`src/rtl/fifo_pop_ctrl_pkg.sv`:
```
// fifo_pop_ctrl_pkg
//   Shared definitions for the FIFO pop controller: default widths and the
//   pop FSM state encoding (IDLE=0, WAIT=1, HOLD=2).
package fifo_pop_ctrl_pkg;

    localparam int unsigned DEF_DATA_BITS = 10;
    localparam int unsigned DEF_ADDR_BITS = 3;
    localparam int unsigned DEF_CNT_BITS  = 8;

    typedef enum logic [1:0] {
        ST_IDLE = 2'd0,  // no word in flight
        ST_WAIT = 2'd1,  // pop issued, FIFO data arrives this cycle
        ST_HOLD = 2'd2   // word presented on data_out, waiting for ready_in
    } pop_state_e;

endpackage

```
`src/rtl/fifo_pop_ctrl_occ_tracker.sv`:
```
// fifo_occ_tracker
//   Tracks FIFO fill level from the push/pop strobes and drives a registered
//   hysteresis pause back to the upstream writer.
// Ports
//   clk, reset              clock, synchronous active-high reset
//   push, pop               write / read strobes seen by the FIFO
//   full, empty             FIFO flags; qualify push and pop
//   high_limit, low_limit   pause set / clear thresholds
//   occupancy               tracked fill level, 0..DEPTH, saturating
//   pause                   upstream must stop writing
module fifo_occ_tracker
    import fifo_pop_ctrl_pkg::*;
#(
    parameter int unsigned ADDR_BITS = DEF_ADDR_BITS
) (
    input  logic                 clk,
    input  logic                 reset,
    input  logic                 push,
    input  logic                 pop,
    input  logic                 full,
    input  logic                 empty,
    input  logic [ADDR_BITS-1:0] high_limit,
    input  logic [ADDR_BITS-1:0] low_limit,
    output logic [ADDR_BITS:0]   occupancy,
    output logic                 pause
);

    localparam logic [ADDR_BITS:0] DEPTH   = {1'b1, {ADDR_BITS{1'b0}}};
    localparam logic [ADDR_BITS:0] OCC_ONE = {{ADDR_BITS{1'b0}}, 1'b1};

    logic [ADDR_BITS:0] occ_q, occ_d;
    logic               pause_q, pause_d;
    logic               inc, dec;
    logic [ADDR_BITS:0] hi_ext, lo_ext;

    assign inc    = push && !full;
    assign dec    = pop && !empty;
    assign hi_ext = {1'b0, high_limit};
    assign lo_ext = {1'b0, low_limit};

    always_comb begin
        occ_d   = occ_q;
        pause_d = pause_q;
        if (inc && !dec && occ_q != DEPTH) begin
            occ_d = occ_q + OCC_ONE;
        end else if (dec && !inc && occ_q != '0) begin
            occ_d = occ_q - OCC_ONE;
        end
        // Degenerate thresholds collapse to a plain compare; otherwise the
        // band between the limits holds the previous pause value.
        if (low_limit >= high_limit) begin
            pause_d = (occ_d >= hi_ext);
        end else if (occ_d >= hi_ext) begin
            pause_d = 1'b1;
        end else if (occ_d <= lo_ext) begin
            pause_d = 1'b0;
        end
    end

    always_ff @(posedge clk) begin
        if (reset) begin
            occ_q   <= '0;
            pause_q <= 1'b0;
        end else begin
            occ_q   <= occ_d;
            pause_q <= pause_d;
        end
    end

    assign occupancy = occ_q;
    assign pause     = pause_q;

endmodule

```
`src/rtl/fifo_pop_ctrl.sv`:
```
// fifo_pop_ctrl
//   Pops words from the data FIFO and presents each one on a valid/ready
//   output register; tracks occupancy, drives upstream pause, latches errors
//   and counts delivered words.
// Ports
//   clk, reset           clock, synchronous active-high reset
//   fifo_write_in        upstream FIFO write strobe (occupancy tracking)
//   fifo_full_in/_empty_in/error_fifo_in   FIFO status flags
//   fifo_data_in         FIFO read data, valid one cycle after fifo_read
//   high_limit/low_limit pause hysteresis thresholds
//   ready_in             sink accepts data_out this cycle
//   fifo_read            FIFO pop strobe (combinational)
//   data_out/valid_out   registered popped word and its valid flag
//   pause, occupancy     upstream back-pressure and tracked fill level
//   error_out            sticky FIFO error
//   words_sent           accepted transfers, wrapping
module fifo_pop_ctrl
    import fifo_pop_ctrl_pkg::*;
#(
    parameter int unsigned DATA_BITS = DEF_DATA_BITS,
    parameter int unsigned ADDR_BITS = DEF_ADDR_BITS,
    parameter int unsigned CNT_BITS  = DEF_CNT_BITS
) (
    input  logic                 clk,
    input  logic                 reset,
    input  logic                 fifo_write_in,
    input  logic                 fifo_full_in,
    input  logic                 fifo_empty_in,
    input  logic                 error_fifo_in,
    input  logic [DATA_BITS-1:0] fifo_data_in,
    input  logic [ADDR_BITS-1:0] high_limit,
    input  logic [ADDR_BITS-1:0] low_limit,
    input  logic                 ready_in,
    output logic                 fifo_read,
    output logic [DATA_BITS-1:0] data_out,
    output logic                 valid_out,
    output logic                 pause,
    output logic [ADDR_BITS:0]   occupancy,
    output logic                 error_out,
    output logic [CNT_BITS-1:0]  words_sent
);

    localparam logic [CNT_BITS-1:0] CNT_ONE = {{(CNT_BITS-1){1'b0}}, 1'b1};

    pop_state_e           state_q, state_d;
    logic [DATA_BITS-1:0] data_q, data_d;
    logic                 valid_q, valid_d;
    logic                 error_q, error_d;
    logic [CNT_BITS-1:0]  sent_q, sent_d;
    logic                 read_ok;
    logic                 rd;

    // Reset masks the pop so the FIFO never loses a word to a controller
    // whose state is being cleared.
    assign read_ok = !fifo_empty_in && !error_q && !reset;

    always_comb begin
        state_d = state_q;
        data_d  = data_q;
        valid_d = valid_q;
        sent_d  = sent_q;
        error_d = error_q | error_fifo_in;
        rd      = 1'b0;
        case (state_q)
            ST_IDLE: begin
                if (read_ok) begin
                    rd      = 1'b1;
                    state_d = ST_WAIT;
                end
            end
            ST_WAIT: begin
                data_d  = fifo_data_in;
                valid_d = 1'b1;
                state_d = ST_HOLD;
            end
            ST_HOLD: begin
                if (ready_in) begin
                    sent_d  = sent_q + CNT_ONE;
                    valid_d = 1'b0;
                    if (read_ok) begin
                        rd      = 1'b1;
                        state_d = ST_WAIT;
                    end else begin
                        state_d = ST_IDLE;
                    end
                end
            end
            default: state_d = ST_IDLE;
        endcase
    end

    always_ff @(posedge clk) begin
        if (reset) begin
            state_q <= ST_IDLE;
            data_q  <= '0;
            valid_q <= 1'b0;
            error_q <= 1'b0;
            sent_q  <= '0;
        end else begin
            state_q <= state_d;
            data_q  <= data_d;
            valid_q <= valid_d;
            error_q <= error_d;
            sent_q  <= sent_d;
        end
    end

    fifo_occ_tracker #(
        .ADDR_BITS(ADDR_BITS)
    ) u_occ (
        .clk       (clk),
        .reset     (reset),
        .push      (fifo_write_in),
        .pop       (rd),
        .full      (fifo_full_in),
        .empty     (fifo_empty_in),
        .high_limit(high_limit),
        .low_limit (low_limit),
        .occupancy (occupancy),
        .pause     (pause)
    );

    assign fifo_read  = rd;
    assign data_out   = data_q;
    assign valid_out  = valid_q;
    assign error_out  = error_q;
    assign words_sent = sent_q;

endmodule

```
`config.mk`:
```
export PLATFORM = sky130hd
export DESIGN_NAME = fifo_pop_ctrl
export DESIGN_NICKNAME = d
export VERILOG_FILES = /design/src/rtl/fifo_pop_ctrl_pkg.sv /design/src/rtl/fifo_pop_ctrl_occ_tracker.sv /design/src/rtl/fifo_pop_ctrl.sv
export SDC_FILE = /design/constraint.sdc
export NUM_CORES = 1
export LEC_CHECK = 0
export ABC_AREA = 1
export CORE_ASPECT_RATIO = 0.5
export CORE_UTILIZATION = 45
export CTS_CLUSTER_SIZE = 12
export DETAILED_ROUTE_END_ITERATION = 8
export PLACE_DENSITY = 0.86
export SYNTH_ARGS = -nofsm -noshare
export SYNTH_HDL_FRONTEND = slang
export SYNTH_SLANG_ARGS = --single-unit
```
`constraint.sdc`:
```
create_clock -name clk -period 2.36 [get_ports clk]
set_input_delay 0.472 -clock clk [delete_from_list [all_inputs] [get_ports clk]]
set_output_delay 0.472 -clock clk [all_outputs]
set_load 0.005 [all_outputs]
```
# Word-level counts from Yosys, hierarchy flattened

Cells that the tools add are included.

Add/subtract/negate cells: 3
$lt $le $gt $ge: 3
Eq/ne operators: 5
Multiplexer cells: 14
Bitwise operators: 1
Reduce and logical (&&, ||, !) cells: 21

Operators with widths:

| kind                                             | count |
|---|---|
| adder 8 x 1 -> 8 bit, second input constant      | 1 |
| logical AND 1 bit                                | 8 |
| two-way mux 4 bit                                | 2 |
| two-way mux 1 bit                                | 7 |
| logical NOT 1 bit                                | 6 |
| case mux 2 bit (3 select lines)                  | 1 |
| AND reduction 2 bit                              | 3 |
| adder 4 x 1 -> 4 bit, second input constant      | 1 |
| greater-or-equal comparator 4 x 3 -> 1 bit       | 1 |
| less-or-equal comparator 4 x 3 -> 1 bit          | 1 |
| two-way mux 2 bit                                | 2 |
| != test 2 bit, second input constant             | 2 |
| != test 4 bit, second input constant             | 1 |
| case mux 1 bit (2 select lines)                  | 2 |
| nonzero test 4 bit                               | 1 |
| subtractor 4 x 1 -> 4 bit, second input constant | 1 |
| greater-or-equal comparator 3 bit                | 1 |
| nonzero test 3 bit                               | 1 |
| == test 2 x 1 -> 1 bit, second input constant    | 1 |
| == test 2 bit, second input constant             | 1 |
| logical NOT 2 bit                                | 1 |
| nonzero test 2 bit                               | 1 |
| OR 1 bit                                         | 1 |

Flip-flop bits (word level): 27
Input bits: 23
Output and inout port bits: 26
Logic and storage cells: 54

# Depth between registers and ports, before layout

Gate-level depths: netlist (run 1).

Depth in word-level cells: 15
Depth in mapped cells: 17
Depth with buffers taken out: 17

# Cells and area by module

A second synthesis (run 1) with hierarchy kept.

Cells, all modules: 200
Area, all modules: 1471.4 µm²

Modules (own cells, without submodules):

| module           | instances | cells an instance | area each (µm²) |
|---|---|---|---|
| fifo_pop_ctrl    | 1         | 111               | 875.8 |
| fifo_occ_tracker | 1         | 89                | 595.6 |

# Worst setup path before layout (run 1)

No wires, ideal clock.

Kind: register -> register
Start point: register u_occ.occ_q[0], in the netlist u_occ.occupancy[0]
End point: register u_occ.pause_q, in the netlist u_occ.pause
Setup time: 0.115 ns
Arrival: 1.979 ns
Path slack: 0.266 ns
Stages on the path, launching flop included: 14
Path buffers: 0
Period minus slack after synthesis: 2.094 ns
Path through: dfxtp_1 -> inv_1 -> ha_1 -> a21oi_2 -> nand2_2 -> nand2_2 -> xor2_2 -> ha_1 -> o21ai_0 -> nand2_1 -> a21oi_1 -> nand2_1 -> nand2_1 -> nand2_1

Longest elaborated chain between the ends: 7

Ends and longest elaborated chain:

| element                                                                           | RTL line                                                         | source |
|---|---|---|
| start: declaration                                                                | fifo_pop_ctrl_occ_tracker.sv:31                                  | `logic [ADDR_BITS:0] occ_q, occ_d;` |
| start signal: assignment                                                          | fifo_pop_ctrl_occ_tracker.sv:62                                  | `occ_q <= '0;` |
| start signal: assignment                                                          | fifo_pop_ctrl_occ_tracker.sv:65                                  | `occ_q <= occ_d;` |
| parallel branches: the longest is 3 deep, another holds subtractor 4 x 1 -> 4 bit | n/a                                                              |  |
| two-way mux 4 bit (*)                                                             | fifo_pop_ctrl_occ_tracker.sv:44                                  | `if (inc && !dec && occ_q != DEPTH) begin` |
| greater-or-equal comparator 4 x 3 -> 1 bit                                        | fifo_pop_ctrl_occ_tracker.sv:52, fifo_pop_ctrl_occ_tracker.sv:53 |  |
| two-way mux 1 bit                                                                 | fifo_pop_ctrl_occ_tracker.sv:53                                  | `end else if (occ_d >= hi_ext) begin` |
| two-way mux 1 bit                                                                 | fifo_pop_ctrl_occ_tracker.sv:51                                  | `if (low_limit >= high_limit) begin` |
| end signal: assignment                                                            | fifo_pop_ctrl_occ_tracker.sv:66                                  | `pause_q <= pause_d;` |
| end: declaration                                                                  | fifo_pop_ctrl_occ_tracker.sv:32                                  | `logic pause_q, pause_d;` |

Every way passes the cells marked *.
A chain may end at the register's enable or synchronous reset.

# Worst setup path after layout (run 1)

Start point: input port fifo_empty_in
End point: register u_occ.pause_q, in the netlist u_occ.pause

Longest elaborated chain between the ends: 14

Ends and longest elaborated chain:

| element                                                | RTL line                                                         | source |
|---|---|---|
| start: declaration                                     | fifo_pop_ctrl.sv:28                                              | `input logic fifo_empty_in,` |
| logical NOT 1 bit (*)                                  | fifo_pop_ctrl_occ_tracker.sv:37, fifo_pop_ctrl.sv:55             |  |
| logical AND 1 bit (2 in series)                        | fifo_pop_ctrl.sv:55                                              | `assign read_ok = !fifo_empty_in && !error_q && !reset;` |
| two-way mux 1 bit                                      | fifo_pop_ctrl.sv:66, fifo_pop_ctrl.sv:80                         |  |
| two-way mux 1 bit                                      | fifo_pop_ctrl.sv:77                                              | `if (ready_in) begin` |
| case mux 1 bit (2 select lines)                        | fifo_pop_ctrl.sv:64                                              | `case (state_q)` |
| logical AND 1 bit (*)                                  | fifo_pop_ctrl_occ_tracker.sv:37                                  | `assign dec = pop && !empty;` |
| logical AND 1 bit or logical NOT 1 bit (tied branches) | fifo_pop_ctrl_occ_tracker.sv:46, fifo_pop_ctrl_occ_tracker.sv:44 |  |
| logical AND 1 bit, on equally long branches            | fifo_pop_ctrl_occ_tracker.sv:46, fifo_pop_ctrl_occ_tracker.sv:44 |  |
| two-way mux 4 bit or logical AND 1 bit (tied branches) | fifo_pop_ctrl_occ_tracker.sv:46, fifo_pop_ctrl_occ_tracker.sv:44 |  |
| two-way mux 4 bit (*)                                  | fifo_pop_ctrl_occ_tracker.sv:44                                  |  |
| greater-or-equal comparator 4 x 3 -> 1 bit             | fifo_pop_ctrl_occ_tracker.sv:52, fifo_pop_ctrl_occ_tracker.sv:53 |  |
| two-way mux 1 bit                                      | fifo_pop_ctrl_occ_tracker.sv:53                                  |  |
| two-way mux 1 bit                                      | fifo_pop_ctrl_occ_tracker.sv:51                                  |  |

Mark *: on every way between the ends. The rest lies on a longest branch, timed or not.

==> flow_summary.toml, run 1 <==
[drt]
wl_met1_mm = 1.588
maxUsedRoutingLayer = "met4"
vias = 1427
vias_per_cell = 4.837
firstDrtPassIters = 4
route.detailed.wl_per_inst_um = 12.03
ant_nets = 0
wl_met3_um = 110
first_iter_violations = 38
drt-total-wl_mm = 3.550
drc = 0
met2_wirelength_mm = 1.811

[critical_path]
timing.rr.end = "u_occ.pause"
crit_fanout = 4
reg2reg_from = "u_occ.occupancy[1]"
worstSetupPathType = "in2reg"
required_ns = 2.55
cp-end-kind = "flop"
r2r_setup_slack_ns = 0.18
arrival_ns = 2.43
start_kind = "primary input"
rr_worst_depth = 15

[timing]
finClkSkew_ns = 0.002584
rsz0062_at_grt = "true"
hold_slack_ns = 0.4953
final.period_utilization = 0.9522
hold_violations = 0
drv_slew = 0
setup_viol = 0
tightest_slew_ns = 0.3857
setup_slack_ns = 0.1129
finalWorstPathRequiredPeriod_ns = 2.247
relSlewSlack = 0.7426
fmax_ghz = 0.4450

[flow_run]
max-cap-violations = 0

[power]
p_seq_frac = 0.463
p_comb_frac = 0.275
p_int_uw = 771.6
switchingPower_uw = 318.6
p_sw_frac = 0.2922
p_leak_nw = 0.9646
clkPwrFrac = 0.262
power_density_nw_per_um2 = 514.3
peakVddDrop_v = 0.0002827

[global_route]
grt.total_usage = 0.2216
overflow = 0
grt_pass1_vias = 1374
grt_max_degree = 18
grt_pass1_wl_mm = 5.837
grt_antenna_before_repair = 0

[yosys]
syn_area_um2 = 1453
yosys-top-cells-count = "30 x nor2_1, 27 x dfxtp_1, 25 x inv_1, 25 x nand2_1, 14 x o21ai_0"
seq_area_frac_synth = 0.3721
synth.area.mux_share = 0
ys_warn_count = 0
synth_top_family_by_area = "simple AND/OR/NAND/NOR gates"
synth_fa_ha_area_frac = 0.1034
synth-simple-area-share = 0.3058
synth-edff-count = 0
synth_top_cell_by_area = "dfxtp_1"
syn_area_per_cell_um2 = 7.449
synthDistinctLibCells = 28
ys_async_sr_fraction = 0
ys_ff_latch = 27
synth-compound-area-share = 0.09905
synth_xor_area_frac = 0.03531
syn_nets = 230
yosysTopAreaCellShare = 0.3721
syn_inst = 195
synthTopCellsByArea = "dfxtp_1 37%, ha_1 10%, nor2_1 7.8%"
dominantRegCellSynth = "dfxtp_1"
synth.most_common_cell = "nor2_1"

[layout]
multi_input_area_um2 = 800.8
areaGrowthSynthToFinish_pct = 45.91
fin_util = 0.6994
fill_cells = 216
design_area_um2 = 2120
seq_area_um2 = 541.8
fin_nets = 291
drive_gt1_frac = 0.1569
diodes = 0

[clock_network]
clk_path_buf_depth = 2
clk_latency_ns = 0.28
clockRootBuffer = "clkbuf_8"
cts.sinks = 27
cts_tree = "yes"
cts_buffers = 3
cts.htree.levels = 1
clkTransAtPathRegs_ns = 0.10

[min_path]
hold_depth = 2
worstHoldEndpoint = "valid_out"
min_from = "valid_out"
hp-class = "reg2reg"

[place]
place_area_um2 = 2041
globalplace.congestion = 0.9156
pre_cts_slack_ns = -0.2275
port_buffers = 48
dp_hpwl_mm = 2.681

[floorplanning]
core-area_um2 = 3030
die-area_um2 = 3473
die_w_um = 82.35
rows = 14
num_io_pins = 49
start_util = 0.4794
dieHeight_um = 42.18

[run_status]
status = "completed"
[routing by layer]
metal  global-route usage  vias up
li1                     -      740
met1               0.2588      654
met2               0.4116       26
met4              0.05965        0
met3              0.04130        7
met5                    0        -
[sequential cells by signal, summed over array words and instances (netlist names)]
| signal | count |
|---|---|
| words_sent | 8 |
| state_q | 2 |
| error_out | 1 |
| u_occ.occupancy | 4 |
| data_out | 10 |
| valid_out | 1 |
| u_occ.pause | 1 |
[power by group through the flow]
| stage | clock (mW) | sequential (mW) | combinational [mW] |
|---|---|---|---|
| CTS | 0.293 | 0.504 | 0.290 |
| finish | 0.286 | 0.505 | 0.299 |
| global placement | 0 | 0.513 | 0.277 |
| floorplan | 0 | 0.514 | 0.140 |
| global route | 0.316 | 0.508 | 0.334 |
| detailed placement | 0 | 0.515 | 0.287 |
[area by class of cell]
cell class,instances,share of cell area
timing repair buffer,60,0.2698
multi-input combinational,136,0.3778
clock buffer,3,0.01948
tap,40,0.02361
clock inverter,1,0.004132
inverter,28,0.04959
sequential,27,0.2556
[worst max path at each step]
stage | from | depth (start not counted) | slack (ns) | end
2_1_floorplan | u_occ.occupancy[0] | 13 | 0.27 | u_occ.pause
6_report | fifo_empty_in | 14 | 0.11 | u_occ.pause
3_5_place_dp | fifo_empty_in | 16 | -0.23 | u_occ.pause
3_3_place_gp | fifo_write_in | 15 | -0.11 | u_occ.pause
5_1_grt | u_occ.occupancy[1] | 15 | -0.07 | u_occ.pause
4_1_cts | fifo_empty_in | 6 | 0.001 | fifo_read
[critical path, stage by stage]
cell and delay [ns]:
clkdlybuf4s50_1 0.43, nor2_2 0.17, buf_4 0.14, nand3_2 0.08, nand2_2 0.11, nand2_2 0.07, xor2_2 0.16, ha_1 0.27
o21ai_0 0.17, nand2_1 0.07, a21oi_1 0.12, nand2_1 0.07, nand2_1 0.05, nand2_1 0.05
[placed cells by master, fill, tap and decap left out, drive strengths merged]
cell type and n:
a21boi 1, a21oi 10, and3 1, buf 12, clkbuf 3, clkdlybuf4s50 46
dfxtp 27, dlygate4sd2 1, dlymetal6s2s 1, ha 12, inv 29, nand2 30
nand3 14, nand3b 2, nor2 38, nor3 6, nor3b 1, o21a 1
o21ai 15, xnor2 2, xor2 3
[repair_timing]
item                                    4_1_cts  5_1_grt
endpoints found under the hold margin         0        0
buffers inserted                              1        1
pin swaps                                     2        2
endpoints found under the setup margin        1        2
gates resized for setup                       1        6
hold buffers                                  0        0
[through the flow]
| stage | cells | total power, mW | setup TNS, ns |
|---|---|---|---|
| after floorplan | 195 | 0.6541 | 0 |
| after global routing | 295 | 1.159 | -0.06982 |
| after global placement | 289 | 0.7898 | -0.1108 |
| final | 295 | 1.090 | 0 |
| after CTS | 294 | 1.088 | 0 |
| after detailed placement | 289 | 0.8015 | -0.2771 |
[kinds of logic after synthesis]
logic type	after synthesis
xor+xnor	5
simple gates	92
flops	27
buf+inv	32
fa+ha+maj	12
compound gates	27
Power figures use the tool's default switching activity.
==> run 2, diff against run 1 <==
--- a/config.mk
+++ b/config.mk
@@ -6,8 +6,10 @@
 export NUM_CORES = 1
 export LEC_CHECK = 0
 export ABC_AREA = 1
+export ABC_CLOCK_PERIOD_IN_PS = 2360
 export CORE_ASPECT_RATIO = 0.5
 export CORE_UTILIZATION = 45
+export CTS_CLUSTER_DIAMETER = 150
 export CTS_CLUSTER_SIZE = 12
 export DETAILED_ROUTE_END_ITERATION = 8
 export PLACE_DENSITY = 0.86
==> results of run 2 <==
Same layout as run 1: the final DEF is identical, and so are final timing and power.
